**src/rtl/maxpool_pkg.sv**
```systemverilog
// Shared definitions for the 2x2/stride-2 streaming max-pool controller:
// FSM state encoding and the width rules used by the signed max compare.
package maxpool_pkg;

   typedef enum logic [1:0] {
      ST_IDLE  = 2'd0,
      ST_RUN   = 2'd1,
      ST_FLUSH = 2'd2,
      ST_DONE  = 2'd3
   } state_e;

   // A signed max returns one of its operands, so the result never needs a guard bit.
   localparam int MaxGrowthBits = 0;

   function automatic int max_out_width(input int data_width);
      return data_width + MaxGrowthBits;
   endfunction

   function automatic int cnt_width(input int n);
      return (n <= 2) ? 1 : $clog2(n);
   endfunction

endpackage

```
**src/rtl/max2_signed.sv**
```systemverilog
// Combinational two-input signed maximum; on a tie operand a is returned (same value).
module max2_signed
   import maxpool_pkg::*;
#(
   parameter int DATA_WIDTH = 16
) (
   input  logic signed [DATA_WIDTH-1:0]                a,
   input  logic signed [DATA_WIDTH-1:0]                b,
   output logic signed [max_out_width(DATA_WIDTH)-1:0] y
);

   assign y = (a >= b) ? a : b;

endmodule

```
**src/rtl/maxpool_stream_ctrl.sv**
```systemverilog
// Streaming 2x2 stride-2 signed max-pool over Depth planes of InputH x InputW pixels.
// Optional build macro MAXPOOL_RELU_EN clamps negative pooled results to zero.
module maxpool_stream_ctrl
   import maxpool_pkg::*;
#(
   parameter int DATA_WIDTH = 16,
   parameter int InputH     = 28,
   parameter int InputW     = 28,
   parameter int Depth      = 1
) (
   input  logic                  clk,
   input  logic                  reset_n,
   input  logic                  start,
   output logic                  busy,
   output logic                  done,
   input  logic [DATA_WIDTH-1:0] in_data,
   input  logic                  in_valid,
   output logic                  in_ready,
   output logic [DATA_WIDTH-1:0] out_data,
   output logic                  out_valid,
   input  logic                  out_ready,
   output logic [1:0]            dbg_state
);

   localparam int CW  = cnt_width(InputW);
   localparam int RW  = cnt_width(InputH);
   localparam int PW  = cnt_width(Depth);
   localparam int LbN = InputW / 2;
   localparam int LbW = cnt_width(LbN);

   if ((InputH % 2) != 0 || InputH < 2 || (InputW % 2) != 0 || InputW < 2) begin : g_bad_dims
      $error("maxpool_stream_ctrl: InputH and InputW must be even and at least 2");
   end

   // Handshakes: a beat transfers on a rising edge where valid && ready; a source
   // holds valid and data steady until that edge, and ready may depend on valid.

   state_e                state_q, state_d;
   logic [CW-1:0]         col_q, col_d;
   logic [RW-1:0]         row_q, row_d;
   logic [PW-1:0]         plane_q, plane_d;
   logic                  busy_q, busy_d;
   logic                  done_q, done_d;
   logic [DATA_WIDTH-1:0] pair_q, pair_d;
   logic [DATA_WIDTH-1:0] out_data_q, out_data_d;
   logic                  out_valid_q, out_valid_d;

   logic [DATA_WIDTH-1:0] line_q [LbN];
   logic [LbW-1:0]        lb_idx;
   logic [DATA_WIDTH-1:0] lb_rd;
   logic                  lb_we;

   logic                  beat;
   logic                  last_col, last_row, last_plane, last_beat;
   logic                  load;
   logic [DATA_WIDTH-1:0] pair_max;
   logic [DATA_WIDTH-1:0] quad_max;
   logic [DATA_WIDTH-1:0] pooled;

   assign in_ready   = (state_q == ST_RUN) && (!out_valid_q || out_ready);
   assign beat       = in_valid && in_ready;
   assign last_col   = (col_q == CW'(InputW - 1));
   assign last_row   = (row_q == RW'(InputH - 1));
   assign last_plane = (plane_q == PW'(Depth - 1));
   assign last_beat  = beat && last_col && last_row && last_plane;
   assign lb_idx     = LbW'(col_q >> 1);
   assign lb_rd      = line_q[lb_idx];
   assign lb_we      = beat && col_q[0] && !row_q[0];
   assign load       = beat && col_q[0] && row_q[0];

   max2_signed #(.DATA_WIDTH(DATA_WIDTH)) u_max_pair (
      .a (pair_q),
      .b (in_data),
      .y (pair_max)
   );

   max2_signed #(.DATA_WIDTH(DATA_WIDTH)) u_max_quad (
      .a (lb_rd),
      .b (pair_max),
      .y (quad_max)
   );

   always_comb begin
      pooled = quad_max;
`ifdef MAXPOOL_RELU_EN
      if (quad_max[DATA_WIDTH-1]) begin
         pooled = '0;
      end
`endif
   end

   always_comb begin
      col_d   = col_q;
      row_d   = row_q;
      plane_d = plane_q;
      if (state_q == ST_IDLE && start) begin
         col_d   = '0;
         row_d   = '0;
         plane_d = '0;
      end else if (beat) begin
         if (last_col) begin
            col_d = '0;
            if (last_row) begin
               row_d   = '0;
               plane_d = last_plane ? '0 : plane_q + 1'b1;
            end else begin
               row_d = row_q + 1'b1;
            end
         end else begin
            col_d = col_q + 1'b1;
         end
      end
   end

   always_comb begin
      pair_d      = (beat && !col_q[0]) ? in_data : pair_q;
      out_data_d  = load ? pooled : out_data_q;
      out_valid_d = out_valid_q;
      if (load) begin
         out_valid_d = 1'b1;
      end else if (out_valid_q && out_ready) begin
         out_valid_d = 1'b0;
      end
   end

   always_comb begin
      state_d = state_q;
      case (state_q)
         ST_IDLE:  if (start) state_d = ST_RUN;
         ST_RUN:   if (last_beat) state_d = ST_FLUSH;
         ST_FLUSH: if (!out_valid_q) state_d = ST_DONE;
         ST_DONE:  state_d = ST_IDLE;
         default:  state_d = ST_IDLE;
      endcase
      busy_d = (state_d == ST_RUN) || (state_d == ST_FLUSH);
      done_d = (state_d == ST_DONE);
   end

   always_ff @(posedge clk or negedge reset_n) begin
      if (!reset_n) begin
         state_q     <= ST_IDLE;
         col_q       <= '0;
         row_q       <= '0;
         plane_q     <= '0;
         busy_q      <= 1'b0;
         done_q      <= 1'b0;
         pair_q      <= '0;
         out_data_q  <= '0;
         out_valid_q <= 1'b0;
      end else begin
         state_q     <= state_d;
         col_q       <= col_d;
         row_q       <= row_d;
         plane_q     <= plane_d;
         busy_q      <= busy_d;
         done_q      <= done_d;
         pair_q      <= pair_d;
         out_data_q  <= out_data_d;
         out_valid_q <= out_valid_d;
      end
   end

   // Line buffer is never cleared: each entry is written on an even row before its odd-row read.
   always_ff @(posedge clk) begin
      if (lb_we) begin
         line_q[lb_idx] <= pair_max;
      end
   end

   assign busy      = busy_q;
   assign done      = done_q;
   assign out_data  = out_data_q;
   assign out_valid = out_valid_q;
   assign dbg_state = state_q;

endmodule

```
**config.mk**
```make
export PLATFORM = sky130hd
export DESIGN_NAME = maxpool_stream_ctrl
export DESIGN_NICKNAME = d
export VERILOG_FILES = /design/src/rtl/maxpool_pkg.sv /design/src/rtl/max2_signed.sv /design/src/rtl/maxpool_stream_ctrl.sv
export SDC_FILE = /design/constraint.sdc
export NUM_CORES = 1
export LEC_CHECK = 0
export ABC_AREA = 1
export CAP_MARGIN = 25
export CORE_ASPECT_RATIO = 1.25
export CORE_MARGIN = 2
export CORE_UTILIZATION = 55
export DETAILED_ROUTE_END_ITERATION = 8
export PLACE_DENSITY = 0.75
export SLEW_MARGIN = 40
export SYNTH_ARGS = -nofsm -noshare
export SYNTH_HDL_FRONTEND = slang
export SYNTH_SLANG_ARGS = --single-unit
```
**constraint.sdc**
```tcl
create_clock -name clk -period 4 [get_ports clk]
set_input_delay 0.6 -clock clk [delete_from_list [all_inputs] [get_ports clk]]
set_output_delay 0.6 -clock clk [all_outputs]
set_load 0.005 [all_outputs]
```
==> results.json, run 1 <==
{
  "final_cell_mix": "nand2_1, edfxtp_1, a22oi_1",
  "setup.worst_path.start_class": "input pin",
  "final_common_cell": "nand2_1",
  "worstPathMaxFanout": 16,
  "finalNonFillerCells": 1389,
  "p_leak_nw": 5.465,
  "numCtsBuffers": 24,
  "worstSetupPathDepth": 26,
  "grt_pass1_wl_um": 40390,
  "io_pins": 43,
  "finalHoldViolations": 0,
  "diodes": 0,
  "drive_gt1_share_pct": 10.40,
  "start_util_pct": 55.97,
  "r2r_end": "out_data[8]$_DFFE_PN0P_",
  "cts_num_sinks": 271,
  "critPathKind": "input pin to flip-flop",
  "path_common_cell": "nand2_1",
  "synth_largest_area_cell": "edfxtp_1",
  "synth_cell_types": 32,
  "fin_util_pct": 65.24,
  "cts_buffer_depth": 3,
  "dpl.hpwl_um": 16350,
  "wirelength_um": 25540,
  "grt_max_degree": 50,
  "clk_pin_slew_ns": 0.06,
  "avgRoutedWirePerCell_um": 18.39,
  "syn_area_per_cell_um2": 11.63,
  "grt_pass1_vias": 7860,
  "vias": 7896,
  "reg2reg_slack_ns": 0.38,
  "worstSkewPairLatency_ns": 0.52,
  "cts_tree": "done",
  "first_pass_iters": 8,
  "die_x_um": 134.2,
  "slew_headroom_pct": 51.21,
  "setup-violations-final": 0,
  "min_period_ns": 3.660,
  "hold_path_class": "input pin to async pin",
  "finalPower_mw": 9.595,
  "antenna_left": 0,
  "final-max-slew-violation-count": 0,
  "clock.fmax_mhz": 273.2,
  "std_cell_rows": 59,
  "post-cts-setup-buffers": 0,
  "peakVddDrop_v": 0.0006165,
  "core_um2": 20820,
  "clock-root-buffer": "clkbuf_16",
  "synth_top_cells_by_area": "edfxtp_1, dfrtp_1, nand2_1",
  "dp_cells": 1346,
  "power.density_nw_per_um2": 706.5,
  "slowest_delay_ns": 0.48,
  "grt_use_total_pct": 23.03,
  "synth_area_um2": 11650,
  "die_area_um2": 22370,
  "synth_seq_cells": 271,
  "crit_buf_inv": 6,
  "cp_top_family": "simple AND/OR/NAND/NOR gates",
  "yosysTopAreaCellShare_pct": 57.73,
  "r2r_start": "col_q[1]$_DFFE_PN0P_",
  "dpl_worst_slack_ns": -0.2146,
  "drv_cap": 0,
  "crit_required_ns": 4.40,
  "yosys_warnings": 0,
  "fin_crit_sh_pct": 91.51,
  "port-buffer-count": 42,
  "worstPathArrival_ns": 4.06,
  "fin_worst_skew_ns": 0.009949,
  "syn_nets": 1058,
  "cts.htree.levels": 1,
  "syn_inst": 1002,
  "rsz0062_at_grt": "no",
  "chipHeight_um": 166.7,
  "routed_via_density": 5.685,
  "route.detailed.drc": 0,
  "nets": 1154,
  "r2r_cells": 19,
  "grt_remaining_overflow": 0,
  "fin_ws_ns": 0.3397,
  "status": "completed",
  "endpoint_kind": "flip-flop",
  "drtIter0Drc": 724,
  "worst_pin_slew_ns": 0.7273,
  "antenna_found_initial": 0,
  "critPathSlowestCell": "clkdlybuf4s50_1",
  "ys_seq_area_share_pct": 67.83,
  "gp_congestion": 0.8158,
  "area_growth_pct": 16.57
}
## synth_stat cells, drive strengths merged
| cell | instances |
|---|---|
| or2 | 2 |
| a21oi | 35 |
| buf | 28 |
| o21bai | 1 |
| o21a | 2 |
| a21o | 1 |
| nor2 | 76 |
| nand3 | 29 |
| o22ai | 2 |
| clkbuf | 11 |
| o31ai | 5 |
| dfrtp | 47 |
| nand4 | 18 |
| o211ai | 1 |
| o21ai | 42 |
| a31oi | 1 |
| nor3 | 8 |
| nand2 | 260 |
| o221ai | 1 |
| a22oi | 96 |
| inv | 76 |
| edfxtp | 224 |
| ha | 35 |
| a2bb2oi | 1 |
## sequential cells by signal (all words and copies together) (netlist names)
name       flops
busy           1
col_q          5
dbg_state      2
done           1
line_q       224
out_data      16
out_valid      1
pair_q        16
row_q          5
## worst max path at each step
stage / from / end / slack (ns)
5_1_grt: in_data[3] / out_data[3]$_DFFE_PN0P_ / 0.004
2_1_floorplan: in_data[15] / out_data[10]$_DFFE_PN0P_ / 0.30
3_5_place_dp: in_data[9] / out_data[8]$_DFFE_PN0P_ / -0.21
3_3_place_gp: in_data[9] / out_data[1]$_DFFE_PN0P_ / -0.13
4_1_cts: in_data[9] / out_data[8]$_DFFE_PN0P_ / 0.32
6_report: in_data[3] / out_data[8]$_DFFE_PN0P_ / 0.34
## per-stage QoR
stage / hold slack, ns / TNS (ns) / cell area (µm²)
CTS: 0.02454 / 0 / 13580
detailed placement: 0.4655 / -3.159 / 12820
global placement: 0.4637 / -1.723 / 12820
finish: 0.02668 / 0 / 13580
global route: 0.06661 / 0 / 13580
floorplan: 0.3044 / 0 / 11650
## layer usage
layer	up-vias	part of all wire, %	wire length (µm)	track usage (%)
li1	3763	-	-	-
met1	3804	40	10090	28.78
met2	275	52	13300	41.33
met3	54	5.9	1501	2.953
met4	0	2.5	642	7.689
met5	-	0	0	0
## cells by family (layout without fill, tap and decap cells)
| logic type | count (synthesis) | after routing | share of synthesized area [%] |
|---|---|---|---|
| compound gates | 188 | 188 | 10.45 |
| simple gates | 393 | 393 | 13.81 |
| buf+inv | 115 | 228 | 4.156 |
| fa+ha+maj | 35 | 35 | 3.759 |
| flops | 271 | 271 | 67.83 |
## cell type report
type	instances	area, µm²
tap	274	342.8
fill	1514	7236
clock buffer	30	644.4
timing repair buffer	109	1006
multi-input combinational	616	3288
sequential	271	7903
inverter	76	285.3
clock inverter	13	112.6
## repair_timing
action                     in CTS  in global routing
setup endpoints to repair       0                  7
resized for setup               0                  1
hold buffers                    0                  0
## power breakdown
part	internal [mW]	switching, mW
clock network	1.27	0.971
logic	1.32	2.07
registers	3.79	0.171
(Power assumes the default switching activity.)
==> run 2, diff against run 1 <==
--- a/config.mk
+++ b/config.mk
@@ -6,7 +6,6 @@
 export NUM_CORES = 1
 export LEC_CHECK = 0
 export ABC_AREA = 1
-export CAP_MARGIN = 25
 export CORE_ASPECT_RATIO = 1.25
 export CORE_MARGIN = 2
 export CORE_UTILIZATION = 55
==> results of run 2 <==
Same layout as run 1: the final DEF is identical, and so are final timing and power.
==> run 3, diff against run 2 <==
--- a/config.mk
+++ b/config.mk
@@ -10,6 +10,7 @@
 export CORE_MARGIN = 2
 export CORE_UTILIZATION = 55
 export DETAILED_ROUTE_END_ITERATION = 8
+export HOLD_SLACK_MARGIN = 0.1
 export PLACE_DENSITY = 0.75
 export SLEW_MARGIN = 40
 export SYNTH_ARGS = -nofsm -noshare
==> run 3 against run 2 <==
Compared with the run above:
- cell area about the same
- power about the same
- flip-flop and latch count unchanged
- critical path type unchanged
- critical endpoint unchanged
- highest routed layer unchanged
- global-route usage about the same
- register-to-register slack got worse by 0.03 ns
==> results.json, run 3 (same netlist as run 1, synthesis figures left out) <==
{
  "vias": 7910,
  "chipHeight_um": 166.7,
  "internal_power_mw": 6.385,
  "hold_path.startpoint": "out_data[1]$_DFFE_PN0P_",
  "critPathKind": "input pin to flip-flop",
  "worst_pin_slew_ns": 0.7275,
  "antenna_found_initial": 0,
  "cts_tree": "done",
  "cts_buffer_depth": 3,
  "drive_gt1_share_pct": 10.39,
  "r2r_start": "col_q[1]$_DFFE_PN0P_",
  "fin_tns_setup_ns": 0,
  "hold_end": "out_data[1]$_DFFE_PN0P_",
  "power_frac_comb_pct": 35.4,
  "core_um2": 20820,
  "io_pins": 43,
  "first_pass_iters": 6,
  "area_growth_pct": 16.66,
  "grt_pass1_vias": 7866,
  "fin_ws_ns": 0.3371,
  "finalHoldViolations": 0,
  "clock.fmax_mhz": 273.0,
  "avgRoutedWirePerCell_um": 18.37,
  "finalPower_mw": 9.599,
  "std_cell_rows": 59,
  "endpoint_kind": "flip-flop",
  "min_period_ns": 3.663,
  "fin_crit_sh_pct": 91.57,
  "start_util_pct": 55.97,
  "hold_slack_ns": 0.4845,
  "largest_register_ff_count": 224,
  "clk_pin_slew_ns": 0.07,
  "clock-root-buffer": "clkbuf_16",
  "r2r_cells": 19,
  "route.detailed.drc": 0,
  "rsz0062_at_grt": "no",
  "clkPwrFrac_pct": 23.3,
  "cts_num_sinks": 271,
  "final_cell_mix": "nand2_1, edfxtp_1, a22oi_1",
  "grt_use_total_pct": 23.04,
  "seq_power_share_pct": 41.3,
  "slew_headroom_pct": 51.20,
  "grt_pass1_wl_um": 40410,
  "switching_share_pct": 33.49,
  "min_delay_path_depth": 2,
  "cts.htree.levels": 1,
  "dpl_worst_slack_ns": -0.2146,
  "die_area_um2": 22370,
  "r2r_end": "out_data[8]$_DFFE_PN0P_",
  "power.density_nw_per_um2": 706.3,
  "grt_max_degree": 50,
  "worstSkewPairLatency_ns": 0.52,
  "fin_util_pct": 65.29,
  "hold_path_class": "flip-flop to flip-flop",
  "final_common_cell": "nand2_1",
  "status": "completed",
  "worstPathArrival_ns": 4.06,
  "antenna_left": 0,
  "gp_congestion": 0.8158,
  "crit_required_ns": 4.40,
  "fin_worst_skew_ns": 0.01249,
  "nets": 1155,
  "wirelength_um": 25540,
  "worstPathMaxFanout": 16,
  "routed_via_density": 5.691,
  "dpl.hpwl_um": 16350,
  "p_leak_nw": 5.469,
  "final-max-slew-violation-count": 0,
  "setup-violations-final": 0,
  "numCtsBuffers": 24,
  "top_register": "line_q",
  "diodes": 0,
  "die_x_um": 134.2,
  "p_sw_mw": 3.214,
  "grt_remaining_overflow": 0,
  "peakVddDrop_v": 0.0006143,
  "setup.worst_path.start_class": "input pin",
  "reg2reg_slack_ns": 0.35,
  "drtIter0Drc": 712,
  "port-buffer-count": 42,
  "drv_cap": 0
}
-- run 3: metrics by stage --
stage,std cells,area (µm²)
CTS,1390,13590
detailed placement,1346,12820
floorplan,1002,11650
global route,1390,13590
global placement,1346,12820
finish,1390,13590
-- run 3: timing repair --
action                     in CTS  in global routing
hold buffers                    1                  0
buffers inserted                0                  0
hold endpoints to repair       20                  0
setup endpoints to repair       0                  7
gates resized for setup         0                  1
-- run 3: layout make-up --
class,count,area [µm²]
multi-input combinational,616,3288
inverter,76,285.3
timing repair buffer,110,1016
clock buffer,30,644.4
clock inverter,13,112.6
sequential,271,7903
tap,274,342.8
fill,1513,7226
-- run 3: power groups by stage --
stage	Clock [mW]	Combinational [mW]	Sequential [mW]
floorplan	0	2.01	3.98
global placement	0	3.26	4.02
detailed placement	0	3.38	4.01
CTS	2.26	3.40	3.96
global route	2.37	3.83	3.99
finish	2.24	3.40	3.96
-- run 3: worst max-delay path by stage --
stage,start,endpoint,slack [ns],cells after the start
finish,in_data[3],out_data[8]$_DFFE_PN0P_,0.34,26
global route,in_data[3],out_data[3]$_DFFE_PN0P_,0.004,28
CTS,in_data[9],out_data[8]$_DFFE_PN0P_,0.32,24
detailed placement,in_data[9],out_data[8]$_DFFE_PN0P_,-0.21,24
global placement,in_data[9],out_data[1]$_DFFE_PN0P_,-0.13,24
floorplan,in_data[15],out_data[10]$_DFFE_PN0P_,0.30,23
-- run 3: layer usage --
metal / global-route usage, % / vias up / routed length [µm]
met5: 0 / - / 0
met1: 28.80 / 3794 / 10110
met4: 7.689 / 0 / 628
li1: - / 3765 / -
met3: 2.953 / 56 / 1564
met2: 41.33 / 295 / 13240
-- run 3: critical path, cell delays in order --
cell,delay (ns)
clkdlybuf4s50_1,0.48
inv_1,0.05
ha_1,0.30
nand2_1,0.10
inv_1,0.04
nand2_1,0.05
nand2_1,0.08
nand2_1,0.07
nand2_1,0.06
nand2_1,0.09
nand2_1,0.07
nand2_2,0.10
buf_4,0.15
nand4_1,0.12
nand2_1,0.12
inv_1,0.05
ha_1,0.31
a21oi_1,0.18
o21ai_0,0.16
a21oi_1,0.21
nand3_1,0.12
nand3_2,0.09
buf_4,0.21
a21oi_1,0.10
nand2_1,0.11
nand2_1,0.05
